`src/rtl/binary_adder_lookahead.sv`:
```
// Registered two-level carry-lookahead adder: S = A + B + cin, S[WIDTH] is carry-out.
// Optional macro BINARY_ADDER_LOOKAHEAD_OVF_EN adds a registered signed-overflow output ovf.
module binary_adder_lookahead #(
    parameter int unsigned WIDTH = 4
) (
    input  logic             clk,
    input  logic             rst,
    input  logic             cin,
    input  logic [WIDTH-1:0] A,
    input  logic [WIDTH-1:0] B,
    output logic [WIDTH:0]   S
`ifdef BINARY_ADDER_LOOKAHEAD_OVF_EN
    ,
    output logic             ovf
`endif
);

    // Only complete groups feed the level-2 lookahead; carries in a partial top
    // group are formed inside the group, which equals padding with p=0, g=0.
    localparam int unsigned NC  = WIDTH / 4;
    localparam int unsigned NGA = (NC == 0) ? 1 : NC;

    logic [WIDTH-1:0] p, g;
    logic [NGA-1:0]   gp, gg;
    logic [NC:0]      cg;
    logic [WIDTH:0]   c;
    logic [WIDTH:0]   s_d, s_q;

    always_comb begin
        logic t;
        logic acc;
        int unsigned base;
        t    = 1'b0;
        acc  = 1'b0;
        base = 0;
        p    = A ^ B;
        g    = A & B;
        gp   = '0;
        gg   = '0;

        for (int unsigned k = 0; k < NC; k++) begin
            gp[k] = &p[4*k +: 4];
            acc   = 1'b0;
            for (int unsigned m = 0; m < 4; m++) begin
                t = g[4*k+m];
                for (int unsigned n = m + 1; n < 4; n++) t = t & p[4*k+n];
                acc = acc | t;
            end
            gg[k] = acc;
        end

        cg[0] = cin;
        for (int unsigned k = 1; k <= NC; k++) begin
            acc = 1'b0;
            for (int unsigned m = 0; m < k; m++) begin
                t = gg[m];
                for (int unsigned n = m + 1; n < k; n++) t = t & gp[n];
                acc = acc | t;
            end
            t = cin;
            for (int unsigned n = 0; n < k; n++) t = t & gp[n];
            cg[k] = acc | t;
        end

        // Group-boundary carries come from level 2; the rest are flattened in-group SOPs.
        c[0] = cin;
        for (int unsigned i = 1; i <= WIDTH; i++) begin
            if (i % 4 == 0) begin
                c[i] = cg[i/4];
            end else begin
                base = (i / 4) * 4;
                acc  = 1'b0;
                for (int unsigned m = base; m < i; m++) begin
                    t = g[m];
                    for (int unsigned n = m + 1; n < i; n++) t = t & p[n];
                    acc = acc | t;
                end
                t = cg[i/4];
                for (int unsigned n = base; n < i; n++) t = t & p[n];
                c[i] = acc | t;
            end
        end

        s_d        = '0;
        s_d[WIDTH] = c[WIDTH];
        for (int unsigned i = 0; i < WIDTH; i++) s_d[i] = p[i] ^ c[i];
    end

    always_ff @(posedge clk or posedge rst) begin
        if (rst) s_q <= '0;
        else     s_q <= s_d;
    end

    assign S = s_q;

`ifdef BINARY_ADDER_LOOKAHEAD_OVF_EN
    logic ovf_d, ovf_q;
    assign ovf_d = c[WIDTH] ^ c[WIDTH-1];

    always_ff @(posedge clk or posedge rst) begin
        if (rst) ovf_q <= 1'b0;
        else     ovf_q <= ovf_d;
    end

    assign ovf = ovf_q;
`endif

endmodule

```
`config.mk`:
```
export PLATFORM = sky130hd
export DESIGN_NAME = binary_adder_lookahead
export DESIGN_NICKNAME = d
export VERILOG_FILES = /design/src/rtl/binary_adder_lookahead.sv
export SDC_FILE = /design/constraint.sdc
export NUM_CORES = 1
export LEC_CHECK = 0
export ABC_AREA = 1
export BUFFER_PORTS_ARGS = -buffer_cell sky130_fd_sc_hd__buf_2
export CAP_MARGIN = 20
export CORE_AREA = 10 10 47 49
export DETAILED_ROUTE_END_ITERATION = 10
export DIE_AREA = 0 0 57 59
export PLACE_DENSITY = 0.53
export REMOVE_ABC_BUFFERS = 1
export SETUP_SLACK_MARGIN = 0.5
export SLEW_MARGIN = 20
export SYNTH_ARGS = -nofsm -noshare
export SYNTH_HDL_FRONTEND = slang
export SYNTH_SLANG_ARGS = --single-unit
```
`constraint.sdc`:
```
create_clock -name clk -period 0.8 [get_ports clk]
set_clock_uncertainty 0.15 [all_clocks]
set_input_delay 0.24 -clock clk [delete_from_list [all_inputs] [get_ports clk]]
set_output_delay 0.24 -clock clk [all_outputs]
set_load 0.01 [all_outputs]
```
==> flow_metrics.py <==
metrics = {
    "power_and_ir_drop": {
        "p_switching_mw": 0.278,
        "intPower_mw": 0.686,
        "power_leakage_nw": 0.311,
        "total_power_mw": 0.963,
        "ir_drop_mv": 0.535,
        "switching_share_pct": 28.8,
        "sequentialPowerShare_pct": 31.6,
        "power_density_nw_per_um2": 1460,
        "pwr-share-clk_pct": 29.0,
        "combPwrFrac_pct": 39.5,
    },
    "setup_path": {
        "critPathBufInv": 1,
        "crit_required_ns": 0.41,
        "critical-path-top-delay-family": "flip-flops",
        "slowest_stage": "dfrtp_1",
        "slowest_delay_ns": 0.34,
        "endpoint_kind": "output port",
        "critPathMaxFanout": 1,
        "path_class": "reg2out",
        "crit_chain": "buf_2",
        "worstSetupStartpointType": "flop",
        "worstPathArrival_ns": 0.71,
    },
    "cells_and_area": {
        "fin_nets": 81,
        "fin_cells": 79,
        "syn2layout_area_growth_pct": 89.9,
        "regArea_um2": 125,
        "largest_register_ffs": 5,
        "antenna_cells": 0,
        "fill_cells": 154,
        "drive_above_1_share_pct": 61.9,
        "multi_input_comb_area_um2": 305,
    },
    "synthesis": {
        "synth_compound_area_share_pct": 0,
        "synth_area_um2": 347,
        "synth_cell_type_count": 11,
        "syn_avg_cell_area_um2": 8.45,
        "syn-instance-count": 41,
        "synth-simple-area-share_pct": 26.4,
        "synth.area.mux_share_pct": 0,
        "yosysWarnings": 0,
        "yosys.area_share.adder_pct": 23.8,
        "seq_area_frac_synth_pct": 36.1,
        "ys_ff_latch": 5,
        "synth_top_family_by_area": "simple AND/OR/NAND/NOR gates",
        "synthXorXnorAreaFrac_pct": 5.05,
    },
    "timing": {
        "fmax_mhz": 907,
        "fin_setup_tns_ns": -2.44,
        "tightestPinTransition_ns": 0.177,
        "finalWorstSetupSlack_ns": -0.303,
        "fin_hold_ws_ns": -0.264,
        "rsz0062_at_grt": "true",
        "drv_slew": 0,
        "period_needed_ns": 1.10,
        "slew_headroom_pct": 88.2,
        "finalCritPeriodShare_pct": 138,
        "setup_viol": 10,
        "hold_violations": 5,
    },
    "die": {
        "core_area_um2": 1400,
        "fp.dieW_um": 57,
        "dieArea_um2": 3360,
        "ioPinCount": 16,
        "die_y_um": 59,
        "rows": 14,
        "initial_core_util_pct": 24.7,
    },
    "clock_network": {
        "path_clk_slew_ns": 0.04,
        "cts_tree": "done",
        "htreeDepth": 1,
        "clock-sinks": 5,
        "numCtsBuffers": 3,
        "clockBufferDepth": 2,
        "postCtsSetupBuffers": 0,
        "root_buffer": "clkbuf_4",
    },
    "detailed_routing": {
        "final_antenna_net_count": 0,
        "wl_um": 887,
        "wl_per_cell_um": 11.2,
        "first_iter_violations": 1,
        "drtPass1Iterations": 2,
        "vias": 334,
        "viasPerCell": 4.23,
        "drc": 0,
    },
    "placed_design": {
        "detailed_place_hpwl_um": 675,
        "dp_slack_ns": -0.642,
        "placed_cells": 75,
        "gp_congestion": 0.719,
        "port_buffers": 15,
    },
    "global_routing": {
        "grt_pass1_vias": 381,
        "grt_max_degree": 7,
        "overflow": 0,
        "grt_pass1_wl_um": 1480,
        "grt_use_total_pct": 5.74,
        "antenna_found_initial": 0,
    },
    "flow_run": {
        "drv_cap": 0,
    },
    "run_status": {
        "status": "finished with violations",
        "violations": "negative hold slack, negative setup slack",
    },
    "worst_hold_path": {
        "hold_path_class": "in2async",
    },
}
==> timing repair <==
item                                    4_1_cts  5_1_grt
resized for setup                            24        9
pin swaps                                    11       10
endpoints found under the hold margin         5        5
endpoints found under the setup margin       10       10
==> cell usage in the layout, fill, tap and decap left out, drive strengths merged, types with 2 or more instances in the layout <==
cell,count
nand4,2
dfrtp,5
nor2,4
clkbuf,4
inv,8
nand2,10
nand3,3
buf,18
ha,5
==> cell type report <==
| cell class | count | share of cell area, % |
|---|---|---|
| multi-input cells | 28 | 46.4 |
| repair buffers | 18 | 22.6 |
| flip-flops and latches | 5 | 19.0 |
| inverters | 8 | 4.94 |
| clock buffers | 4 | 3.99 |
| well taps | 16 | 3.04 |
==> power by group through the flow <==
stage,logic (mW),registers (mW),clock network [mW]
after floorplan,0.117,0.334,0
after global routing,0.418,0.310,0.310
after detailed placement,0.259,0.306,0
after CTS,0.347,0.302,0.300
final,0.380,0.304,0.279
after global placement,0.255,0.307,0
==> cell usage after synthesis <==
library cell	n	area [µm²]
dfrtp_1	5	125
fa_1	1	20.0
ha_1	5	62.6
inv_1	8	30.0
nand2_1	10	37.5
nand3_1	3	15.0
nand3b_2	1	11.3
nand4_1	2	12.5
nor2_1	4	15.0
xnor2_1	1	8.76
xor2_1	1	8.76
==> path summary, 6_finish.rpt <==
path | from | to | slack [ns] | cells past startpoint
setup / recovery | S[0] | S[0] | -0.30 | 1
hold / removal | rst | S[1] | -0.26 | 2
max in group asynchronous | rst | S[3] | 0.60 | 2
min in group clk | cin | S[4] | 0.14 | 3
==> cell families after synthesis <==
| group | after synthesis |
|---|---|
| XOR/XNOR | 2 |
| buffers and inverters | 8 |
| AND/OR/NAND/NOR | 20 |
| flip-flops | 5 |
| adder cells (fa/ha/maj) | 6 |
==> metal layers <==
metal	wire (µm)	vias up	track usage, %
li1	-	172	-
met1	356	145	4.95
met2	410	15	8.84
met3	94	2	2.79
met4	26	0	7.05
met5	0	-	0
==> stage by stage <==
| step | utilization, % | instance area, µm² |
|---|---|---|
| 2_1_floorplan | - | 347 |
| 3_3_place_gp | 33.1 | 464 |
| 3_5_place_dp | 33.1 | 464 |
| 4_1_cts | 44.0 | 617 |
| 5_1_grt | 47.0 | 658 |
| 6_report | 47.0 | 658 |
(Power assumes the default switching activity.)
